[src/rtl/decode_queue.sv]
// RV32I(+M) decode stage: DEPTH-entry fetch FIFO feeding a registered decode
// output with valid/ready handshake, load-use bubble insertion and flush.
package decode_queue_pkg;

  typedef struct packed {
    logic       illegal;
    logic       is_jalr;
    logic       is_muldiv;
    logic       is_load;
    logic       is_lui;
    logic       alu_src2;
    logic       alu_src1;
    logic       mem_to_reg;
    logic       mem_wen;
    logic       rd_wen;
    logic       arith;
    logic       is_unsigned;
    logic       sub;
    logic [2:0] opsel;
    logic [5:0] fmt;      // one-hot {J,U,B,S,I,R}
  } ctrl_t;

  typedef struct packed {
    logic [31:0] pc;
    logic [31:0] inst;
  } fetch_t;

endpackage

module decode_queue
  import decode_queue_pkg::*;
#(
  parameter int unsigned DEPTH    = 4,
  parameter bit          ENABLE_M = 1'b0,
  parameter int unsigned CNT_W    = 16
) (
  input  logic                     i_clk,
  input  logic                     i_rst_n,
  input  logic                     i_flush,
  input  logic                     i_inst_valid,
  input  logic [31:0]              i_inst,
  input  logic [31:0]              i_pc,
  output logic                     o_inst_ready,
  output logic                     o_dec_valid,
  input  logic                     i_dec_ready,
  output logic [31:0]              o_pc,
  output logic [31:0]              o_inst,
  output logic [21:0]              o_ctrl,
  output logic [$clog2(DEPTH):0]   o_count,
  output logic                     o_bubble,
  output logic [CNT_W-1:0]         o_bubble_count
);

  localparam int unsigned PTR_W = $clog2(DEPTH);
  localparam int unsigned OCC_W = PTR_W + 1;

  localparam logic [6:0] OP_R     = 7'b0110011;
  localparam logic [6:0] OP_IMM   = 7'b0010011;
  localparam logic [6:0] OP_LOAD  = 7'b0000011;
  localparam logic [6:0] OP_STORE = 7'b0100011;
  localparam logic [6:0] OP_BR    = 7'b1100011;
  localparam logic [6:0] OP_JAL   = 7'b1101111;
  localparam logic [6:0] OP_JALR  = 7'b1100111;
  localparam logic [6:0] OP_LUI   = 7'b0110111;
  localparam logic [6:0] OP_AUIPC = 7'b0010111;
  localparam logic [6:0] OP_FENCE = 7'b0001111;
  localparam logic [6:0] OP_SYS   = 7'b1110011;

  // Pure decode of one instruction word into the control bundle.
  function automatic ctrl_t decode(input logic [31:0] inst);
    ctrl_t      c;
    logic [6:0] op;
    logic [6:0] f7;
    logic [2:0] f3;
    logic       r, i, s, b, u, j, m_op, bad;
    op   = inst[6:0];
    f3   = inst[14:12];
    f7   = inst[31:25];
    c    = '0;
    r    = (op == OP_R);
    i    = (op == OP_IMM) | (op == OP_LOAD) | (op == OP_JALR) |
           (op == OP_FENCE) | (op == OP_SYS);
    s    = (op == OP_STORE);
    b    = (op == OP_BR);
    u    = (op == OP_LUI) | (op == OP_AUIPC);
    j    = (op == OP_JAL);
    m_op = ENABLE_M && r && (f7 == 7'b0000001);
    bad  = !(r | i | s | b | u | j) ||
           (r && (f7 != 7'b0000000) && (f7 != 7'b0100000) && !m_op);
    if (r) begin
      c.opsel       = f3;
      c.sub         = inst[30];
      c.arith       = inst[30];
      c.is_unsigned = inst[12];
    end
    if (op == OP_IMM) begin
      c.opsel       = f3;
      c.arith       = inst[30];
      c.is_unsigned = inst[12];
    end
    if (b) begin
      c.opsel       = (f3[2:1] == 2'b00) ? 3'b000 : 3'b011;
      c.sub         = 1'b1;
      c.is_unsigned = inst[13];
    end
    if (m_op) begin
      c.is_muldiv = 1'b1;
      c.sub       = 1'b0;
      c.arith     = 1'b0;
    end
    // Illegal words carry no format, so they read and write nothing.
    if (bad) {r, i, s, b, u, j} = 6'b0;
    c.fmt        = {j, u, b, s, i, r};
    c.is_load    = (op == OP_LOAD);
    c.is_jalr    = (op == OP_JALR);
    c.is_lui     = u & inst[5];
    c.alu_src1   = u;
    c.alu_src2   = r | b;
    c.mem_wen    = s;
    c.mem_to_reg = c.is_load;
    c.rd_wen     = !(s | b) && !bad;
    c.illegal    = bad;
    return c;
  endfunction

  fetch_t             mem [DEPTH];
  logic [PTR_W-1:0]   wr_ptr, rd_ptr;
  logic [OCC_W-1:0]   count_q, count_next;
  logic               ready_q, valid_q, bubble_q;
  logic [31:0]        pc_q, inst_q;
  ctrl_t              ctrl_q;
  logic [CNT_W-1:0]   bcnt_q;

  fetch_t             head;
  ctrl_t              head_ctrl;
  logic               empty, hazard, push, load, bubble_ev;
  logic               reads_rs1, reads_rs2;
  logic [4:0]         out_rd;

  // Head decode and load-use hazard against the instruction in the output stage.
  always_comb begin
    head      = mem[rd_ptr];
    head_ctrl = decode(head.inst);
    empty     = (count_q == '0);
    out_rd    = inst_q[11:7];
    reads_rs1 = |head_ctrl.fmt[3:0];
    reads_rs2 = head_ctrl.fmt[0] | head_ctrl.fmt[2] | head_ctrl.fmt[3];
    hazard    = valid_q && ctrl_q.is_load && (out_rd != 5'd0) && !empty &&
                ((reads_rs1 && (head.inst[19:15] == out_rd)) ||
                 (reads_rs2 && (head.inst[24:20] == out_rd)));
    push       = i_inst_valid && ready_q && !i_flush;
    load       = (!valid_q || i_dec_ready) && !empty && !hazard && !i_flush;
    bubble_ev  = hazard && i_dec_ready && !i_flush;
    count_next = count_q + OCC_W'(push) - OCC_W'(load);
  end

  // Storage array needs no reset; occupancy tracking guards reads.
  always_ff @(posedge i_clk) begin
    if (push) mem[wr_ptr] <= '{pc: i_pc, inst: i_inst};
  end

  always_ff @(posedge i_clk or negedge i_rst_n) begin
    if (!i_rst_n) begin
      wr_ptr   <= '0;
      rd_ptr   <= '0;
      count_q  <= '0;
      ready_q  <= 1'b1;
      valid_q  <= 1'b0;
      pc_q     <= '0;
      inst_q   <= '0;
      ctrl_q   <= '0;
      bubble_q <= 1'b0;
      bcnt_q   <= '0;
    end else if (i_flush) begin
      wr_ptr   <= '0;
      rd_ptr   <= '0;
      count_q  <= '0;
      ready_q  <= 1'b1;
      valid_q  <= 1'b0;
      bubble_q <= 1'b0;
    end else begin
      if (push) wr_ptr <= wr_ptr + PTR_W'(1);
      if (load) rd_ptr <= rd_ptr + PTR_W'(1);
      count_q  <= count_next;
      ready_q  <= (count_next != OCC_W'(DEPTH));
      bubble_q <= bubble_ev;
      if (bubble_ev && (bcnt_q != '1)) bcnt_q <= bcnt_q + CNT_W'(1);
      if (load) begin
        valid_q <= 1'b1;
        pc_q    <= head.pc;
        inst_q  <= head.inst;
        ctrl_q  <= head_ctrl;
      end else if (i_dec_ready) begin
        valid_q <= 1'b0;
      end
    end
  end

  assign o_inst_ready   = ready_q;
  assign o_dec_valid    = valid_q;
  assign o_pc           = pc_q;
  assign o_inst         = inst_q;
  assign o_ctrl         = ctrl_q;
  assign o_count        = count_q;
  assign o_bubble       = bubble_q;
  assign o_bubble_count = bcnt_q;

endmodule

[config.mk]
export PLATFORM = sky130hd
export DESIGN_NAME = decode_queue
export DESIGN_NICKNAME = d
export VERILOG_FILES = /design/src/rtl/decode_queue.sv
export SDC_FILE = /design/constraint.sdc
export NUM_CORES = 1
export LEC_CHECK = 0
export ABC_AREA = 1
export BUFFER_PORTS_ARGS = -buffer_cell sky130_fd_sc_hd__buf_2
export CORE_MARGIN = 2
export CORE_UTILIZATION = 45
export DETAILED_ROUTE_END_ITERATION = 10
export GPL_TIMING_DRIVEN = 0
export PLACE_DENSITY_LB_ADDON = 0.25
export SYNTH_ARGS = -nofsm -noshare
export SYNTH_HDL_FRONTEND = slang
export SYNTH_SLANG_ARGS = --single-unit
[constraint.sdc]
create_clock -name i_clk -period 5.3 [get_ports i_clk]
set_clock_uncertainty 0.05 [all_clocks]
set_input_delay 0.53 -clock i_clk [delete_from_list [all_inputs] [get_ports i_clk]]
set_output_delay 0.53 -clock i_clk [all_outputs]
set_load 0.01 [all_outputs]
==> summary.txt, run 1 <==
Clock tree
  – Cts repair resizes: 0
  – TritonCTS buffer count: 39
  – Clock latency on the worst-skew pair: 0.52 ns
  – Reg clk slew, reported paths: 0.06 ns
  – CTS Root Cell: clkbuf_16
  – Post-CTS setup buffers: 0
  – H-tree Lvls: 2
  – CTS tree: yes
  – Clock Path Buffers: 3
  – CTS Hold Bufs: 1
  – CTS Sinks: 364

Setup path
  – Startpoint Class: flip-flop
  – Critical path required time: 5.68 ns
  – CP Capture Type: flip-flop
  – Critical path type: flip-flop to flip-flop
  – Worst-path maximum fanout: 10
  – Arr. time, crit path: 4.70 ns

Placement
  – Dpl ws: 1.05 ns
  – Routability Congestion: 0.818
  – Detailed Place HPWL: 23900 µm
  – Port buffer count: 175
  – DP Area: 0.0162 mm²

Power and ir drop
  – Clk pwr share: 31.0%
  – Pwr Density: 508 mW/mm²
  – Worst IR Drop VDD: 268 µV
  – Pleak: 7.41 nW
  – P_int: 0.00603 W
  – Overall power: 0.00891 W
  – Sequential power share: 41.6%
  – Net Sw Frac: 32.3%
  – Logic pwr share: 27.4%
  – Sw Pwr: 0.00288 W

Logic synthesis
  – Sequential fraction of the synthesis area: 71.4%
  – Area of the mapped netlist: 0.0146 mm²
  – EDFF count, synth: 256
  – Yosys warns: 0
  – Register bit total from synthesis: 364
  – Post-synthesis instance total: 1220
  – Asr flop ratio synth: 29.7%
  – Syn Area/Cell: 11.9 µm²
  – Ys flop type: edfxtp_1
  – Mapped Nets: 1297
  – Synth cell types: 38

Route
  – DR vias: 9784
  – Post-DRT Antenna Nets: 0
  – Total Routed Length: 35500 µm
  – Initial DRC Count: 552
  – Vias per cell: 5.20
  – Per-cell routed wire length: 18.9 µm
  – DRC viols: 0
  – DR pass1 iterations: 5

Timing
  – Setup-failing EPs final: 0
  – Final period util: 81.5%
  – Crit path time final: 4.32 ns
  – Max Fclk: 0.232 GHz
  – Final slew viol count: 0
  – Actual slew at the worst max-slew pin: 0.893 ns
  – Final Hold Fails: 0
  – Setup TNS: 0 ns
  – RSZ-0062 raised after global routing: false
  – Post-route setup slack: 0.983 ns
  – Max-Slew Margin vs Limit: 40.4%

Layout
  – Layout area overhead: 20.5%
  – Nets: 1524
  – # fillers: 2712
  – Post-Layout Inst Area: 0.0175 mm²
  – Layout cell share with drive strength beyond 1: 21.0%
  – Fin util: 55.3%

Die
  – Starting Density: 45.9%
  – Rows: 65
  – Chip width: 184 µm
  – # IOs: 177
  – Die H: 184 µm
  – Core ar.: 0.0317 mm²
  – Die ar.: 0.0338 mm²

Global routing
  – All-Layer GR Usage: 21.4%
  – Largest net degree at the start of global routing: 62
  – Global-route wire length before repair: 55100 µm
  – Vias in the first global route: 9799
  – Initial antenna violation count: 7
  – Total congestion overflow: 0

Outcome
  – Status: complete, no violations

Hold path
  – Hold crit path type: input pin to flip-flop

Job
  – Max_cap viols: 0
==> logic make-up (layout without fill, tap and decap cells) <==
logic type / after synthesis / after routing / share of synthesized area (%)
AO/OA/AOI/OAI: 173 / 173 / 7.73
XOR/XNOR: 14 / 14 / 0.842
adder cells (fa/ha/maj): 8 / 8 / 0.739
buffers and inverters: 107 / 363 / 3.81
flip-flops: 364 / 364 / 71.4
other: 1 / 6 / 0.0258
AND/OR/NAND/NOR: 553 / 553 / 15.5
==> registers in the layout (all words and copies together), names as in the netlist, 2 cells and up <==
name            cells
rd_ptr              2
wr_ptr              2
o_count             3
o_pc               32
o_ctrl             18
o_bubble_count     16
mem               256
o_inst             32
==> stage by stage <==
step / hold slack [ns] / std cells
floorplan: 0.184 / 1220
global placement: 0.411 / 1797
detailed placement: 0.411 / 1807
CTS: 0.157 / 1878
global route: 0.158 / 1882
finish: 0.173 / 1883
==> cell usage after synthesis, drive strengths merged (4+ instances only) <==
cell,number,area (µm²)
nor2,49,189
o21ai,85,455
nand3,71,373
dfrtp,107,2680
inv,44,165
ha,7,87.6
xor2,10,87.6
clkbuf,30,113
a21oi,44,231
buf,33,277
nand4,5,46.3
xnor2,4,35.0
nand2,420,1590
edfxtp,256,7690
a32o,38,380
==> critical path, cell delays in order, from the launching register on <==
cell and delay, ns:
dfrtp_1 0.45, inv_2 0.18, buf_1 0.51, o21ai_0 0.26, o22a_1 0.25, nand3_1 0.19, nor2_2 0.07, nor2_1 0.13
nand2_2 0.13, a21boi_4 0.21, nand3_4 0.17, inv_2 0.15, buf_2 0.23, ha_1 0.26, inv_1 0.05, ha_1 0.13
inv_1 0.05, fa_1 0.38, xor2_1 0.17, nor2_1 0.12, nand3_1 0.08
==> power groups by stage <==
| stage | clock [W] | combinational, W | sequential, W |
|---|---|---|---|
| 6_report | 0.00276 | 0.00244 | 0.00371 |
| 5_1_grt | 0.00293 | 0.00273 | 0.00375 |
| 4_1_cts | 0.00280 | 0.00247 | 0.00371 |
| 3_5_place_dp | 0 | 0.00246 | 0.00376 |
| 3_3_place_gp | 0 | 0.00238 | 0.00378 |
| 2_1_floorplan | 0 | 0.00140 | 0.00383 |
==> final timing paths <==
check | slack, ns | cells after the start | end | from
hold / removal | 0.17 | 1 | mem[3][39] | i_pc[7]
min in group asynchronous | 0.49 | 2 | o_inst[0] | i_rst_n
setup reg to reg | 0.98 | 20 | o_inst_ready | rd_ptr[1]
setup / recovery | 0.98 | 20 | o_inst_ready | rd_ptr[1]
max in group asynchronous | 3.98 | 3 | o_inst_ready | i_rst_n
hold reg to reg | 0.43 | 2 | o_pc[12] | o_pc[12]
==> area by class of cell <==
class,instances,area (µm²),area share (%)
well taps,402,503,2.87
clock inverters,17,210,1.20
diodes,5,12.5,0.0713
plain buffers,63,389,2.22
flip-flops and latches,364,10400,59.3
repair buffers,186,1120,6.40
inverters,44,165,0.942
clock buffers,53,1100,6.28
multi-input cells,749,3640,20.8
==> metal layers <==
metal  up-vias  wire length [µm]  global-route usage (%)  share of wire, %
met2       284             16800                    35.0                47
li1       4691                 -                       -                 -
met4         6              1110                    7.81               3.1
met3        71              2180                    4.06               6.1
met5         -                39                       0              0.11
met1      4732             15500                    28.6                43
==> cells in the final DEF, fill, tap and decap left out, types with 4 or more instances in the layout <==
cell       netlist  final
nand2_1        413    413
edfxtp_1       256    256
buf_2            5    179
dfrtp_1        107    107
nand3_1         69     69
o21ai_1         61     61
nor2_1          47     43
a21oi_1         43     43
clkbuf_16        0     41
clkbuf_1        30     39
a32o_1          38     38
inv_1           36     36
o21ai_0         16     16
buf_6           14     15
buf_4           11     11
xor2_1          10     10
inv_2            8      8
o21ai_2          8      8
clkinv_2         0      8
nand2_2          7      7
ha_1             7      7
buf_12           0      6
diode_2          0      5
bufinv_16        0      5
xnor2_1          4      4
nand4_1          4      4
nor2_4           0      4
buf_16           0      4
No activity file was read; power rests on OpenSTA's default activity.
==> run 2, diff against run 1 <==
--- a/config.mk
+++ b/config.mk
@@ -5,7 +5,7 @@
 export SDC_FILE = /design/constraint.sdc
 export NUM_CORES = 1
 export LEC_CHECK = 0
-export ABC_AREA = 1
+export ABC_AREA = 0
 export BUFFER_PORTS_ARGS = -buffer_cell sky130_fd_sc_hd__buf_2
 export CORE_MARGIN = 2
 export CORE_UTILIZATION = 45
==> constraint.sdc (replaced) <==
create_clock -name i_clk -period 3.6 [get_ports i_clk]
set_clock_uncertainty 0.05 [all_clocks]
set_input_delay 0.36 -clock i_clk [delete_from_list [all_inputs] [get_ports i_clk]]
set_output_delay 0.36 -clock i_clk [all_outputs]
set_load 0.01 [all_outputs]
==> summary.txt, run 2 <==
Logic synthesis
  – Yosys warns: 0
  – Synth top area share: 55.1%
  – Asr flop ratio synth: 29.7%
  – Post-synthesis instance total: 712
  – Area of the mapped netlist: 0.0140 mm²
  – Top cells by count, synth: 256 x edfxtp_1, 107 x dfrtp_1, 67 x mux2_2
  – Ys flop type: edfxtp_1
  – Most common cell in the netlist: edfxtp_1
  – Mapped Nets: 789
  – Register bit total from synthesis: 364
  – Synth area leader: edfxtp_1
  – EDFF count, synth: 256
  – Synth cell types: 47
  – Sequential fraction of the synthesis area: 74.5%
  – Top post-synthesis cells by area: edfxtp_1 55%, dfrtp_1 19%, mux4_2 10%
  – Syn Area/Cell: 19.6 µm²

Route
  – Initial DRC Count: 545
  – DR vias: 7567
  – Post-DRT Antenna Nets: 0
  – DRC viols: 0
  – DR pass1 iterations: 5
  – Vias per cell: 5.23
  – Total Routed Length: 30100 µm
  – Per-cell routed wire length: 20.8 µm

Timing
  – Actual slew at the worst max-slew pin: 0.953 ns
  – Max Fclk: 0.279 GHz
  – Crit path time final: 3.58 ns
  – RSZ-0062 raised after global routing: true
  – Setup-failing EPs final: 0
  – Hold Slack: 0.0153 ns
  – Max-Slew Margin vs Limit: 36.5%
  – Post-route setup slack: 0.0154 ns
  – Final period util: 99.6%
  – Final Hold Fails: 0
  – Final slew viol count: 0

Setup path
  – CP cell instances: buf_6 > mux4_2 > or3b_4 > or2_4 > nor3_4 > o2111ai_4 > nand4b_4 > inv_4 > ha_4 > inv_2 > ha_4 > inv_2 > fa_2 > xnor2_1 > nor2_1 > nand3b_1
  – Arr. time, crit path: 3.98 ns
  – Reg2Reg Setup Slack: 0.02 ns
  – Crit-path slowest cell: mux4_2
  – Critical path type: flip-flop to flip-flop
  – Startpoint Class: flip-flop
  – Critical path required time: 3.99 ns
  – Buffers & Inverters on Critical Path: 4
  – Cell family with most CP delay: simple AND/OR/NAND/NOR gates
  – Crit-path max cell delay: 0.51 ns
  – CP Capture Type: flip-flop
  – Worst-path maximum fanout: 2

Layout
  – Top reg by flops: mem
  – Most common cell after layout, fill and taps aside: edfxtp_1
  – Commonest cells after routing, fill and taps aside: 256 x edfxtp_1, 185 x buf_2, 106 x dfrtp_1, 66 x mux2_2, 64 x mux4_2
  – Finished Layout Cells: 1447
  – Nets: 1097
  – Max reg flops: 256
  – # fillers: 2361
  – Post-Layout Inst Area: 0.0177 mm²
  – Layout area overhead: 26.8%
  – Fin util: 57.8%
  – Layout cell share with drive strength beyond 1: 43.6%
  – Ant diodes: 0

Power and ir drop
  – Pleak: 6.71 nW
  – Worst IR Drop VDD: 504 µV
  – Pwr Density: 729 mW/mm²

Global routing
  – Total congestion overflow: 0
  – Largest net degree at the start of global routing: 62
  – Vias in the first global route: 8024
  – Global-route wire length before repair: 46800 µm
  – Initial antenna violation count: 0
  – All-Layer GR Usage: 18.8%

Clock tree
  – Clock Path Buffers: 3
  – H-tree Lvls: 2
  – TritonCTS buffer count: 39
  – CTS tree: yes
  – Clock latency on the worst-skew pair: 0.52 ns
  – CTS Sinks: 364
  – CTS Root Cell: clkbuf_16
  – Reg clk slew, reported paths: 0.06 ns

Hold path
  – Hold crit path type: input pin to flip-flop

Placement
  – Placed cell count: 1288
  – Dpl ws: -1.26 ns
  – Port buffer count: 175
  – Detailed Place HPWL: 19000 µm
  – Routability Congestion: 0.819
  – DP Area: 0.0155 mm²

Die
  – # IOs: 177
  – Rows: 64
  – Starting Density: 45.6%
  – Die H: 180 µm
  – Die ar.: 0.0324 mm²
  – Chip width: 180 µm
  – Core ar.: 0.0306 mm²

Job
  – Max_cap viols: 0

Outcome
  – Status: complete, no violations
run 2: stage by stage:
| stage | TNS (ns) | total power, W |
|---|---|---|
| after floorplan | 0 | 0.00759 |
| after global placement | -266.37 | 0.00876 |
| after detailed placement | -65.43 | 0.00883 |
| after CTS | -0.0282 | 0.0130 |
| after global routing | -0.213 | 0.0136 |
| final | 0 | 0.0129 |
run 2: cells by family after synthesis:
logic type / count (synthesis) / synth area share, %
buf+inv: 43 / 1.52
fa+ha+maj: 8 / 0.771
simple gates: 102 / 3.74
flops: 364 / 74.5
compound gates: 32 / 1.77
other cells: 1 / 0.0269
xor+xnor: 30 / 1.88
mux: 132 / 15.8
run 2: layout make-up:
type	count	area [µm²]	share of cell area (%)
Clock inverter	22	178	1.00
Buffer	34	234	1.32
Tap cell	396	495	2.80
Clock buffer	50	1050	5.92
Inverter	9	36.3	0.205
Multi-Input combinational cell	305	3480	19.7
Sequential cell	364	10400	58.7
Timing Repair Buffer	267	1830	10.3
run 2: timing repair:
action / CTS / global route
setup buffers: 25 / 10
resized for setup: 28 / 21
cloned: 1 / 0
endpoints found under the setup margin: 104 / 15
hold buffers: 55 / 0
endpoints found under the hold margin: 260 / 0
pin swaps: 10 / 14
run 2: metal layers:
metal,vias up,part of all wire [%],track usage [%]
met5,-,0,0
met4,0,2.5,5.39
met3,53,5.2,3.40
met2,235,49,31.2
met1,3864,43,25.9
li1,3415,-,-
run 2: final timing paths:
path | start | to | depth (start not counted)
hold / removal | i_inst[19] | mem[3][19] | 1
hold reg to reg | o_ctrl[17] | o_ctrl[17] | 2
setup / recovery | rd_ptr[0] | o_inst_ready | 16
max in group asynchronous | i_rst_n | o_inst_ready | 3
min in group asynchronous | i_rst_n | o_inst[23] | 2
setup reg to reg | rd_ptr[0] | o_inst_ready | 16
run 2: power by group:
part / switching, W / internal, W
clock: 0.00158 / 0.00222
combinational: 0.00181 / 0.00184
sequential: 0.000340 / 0.00511
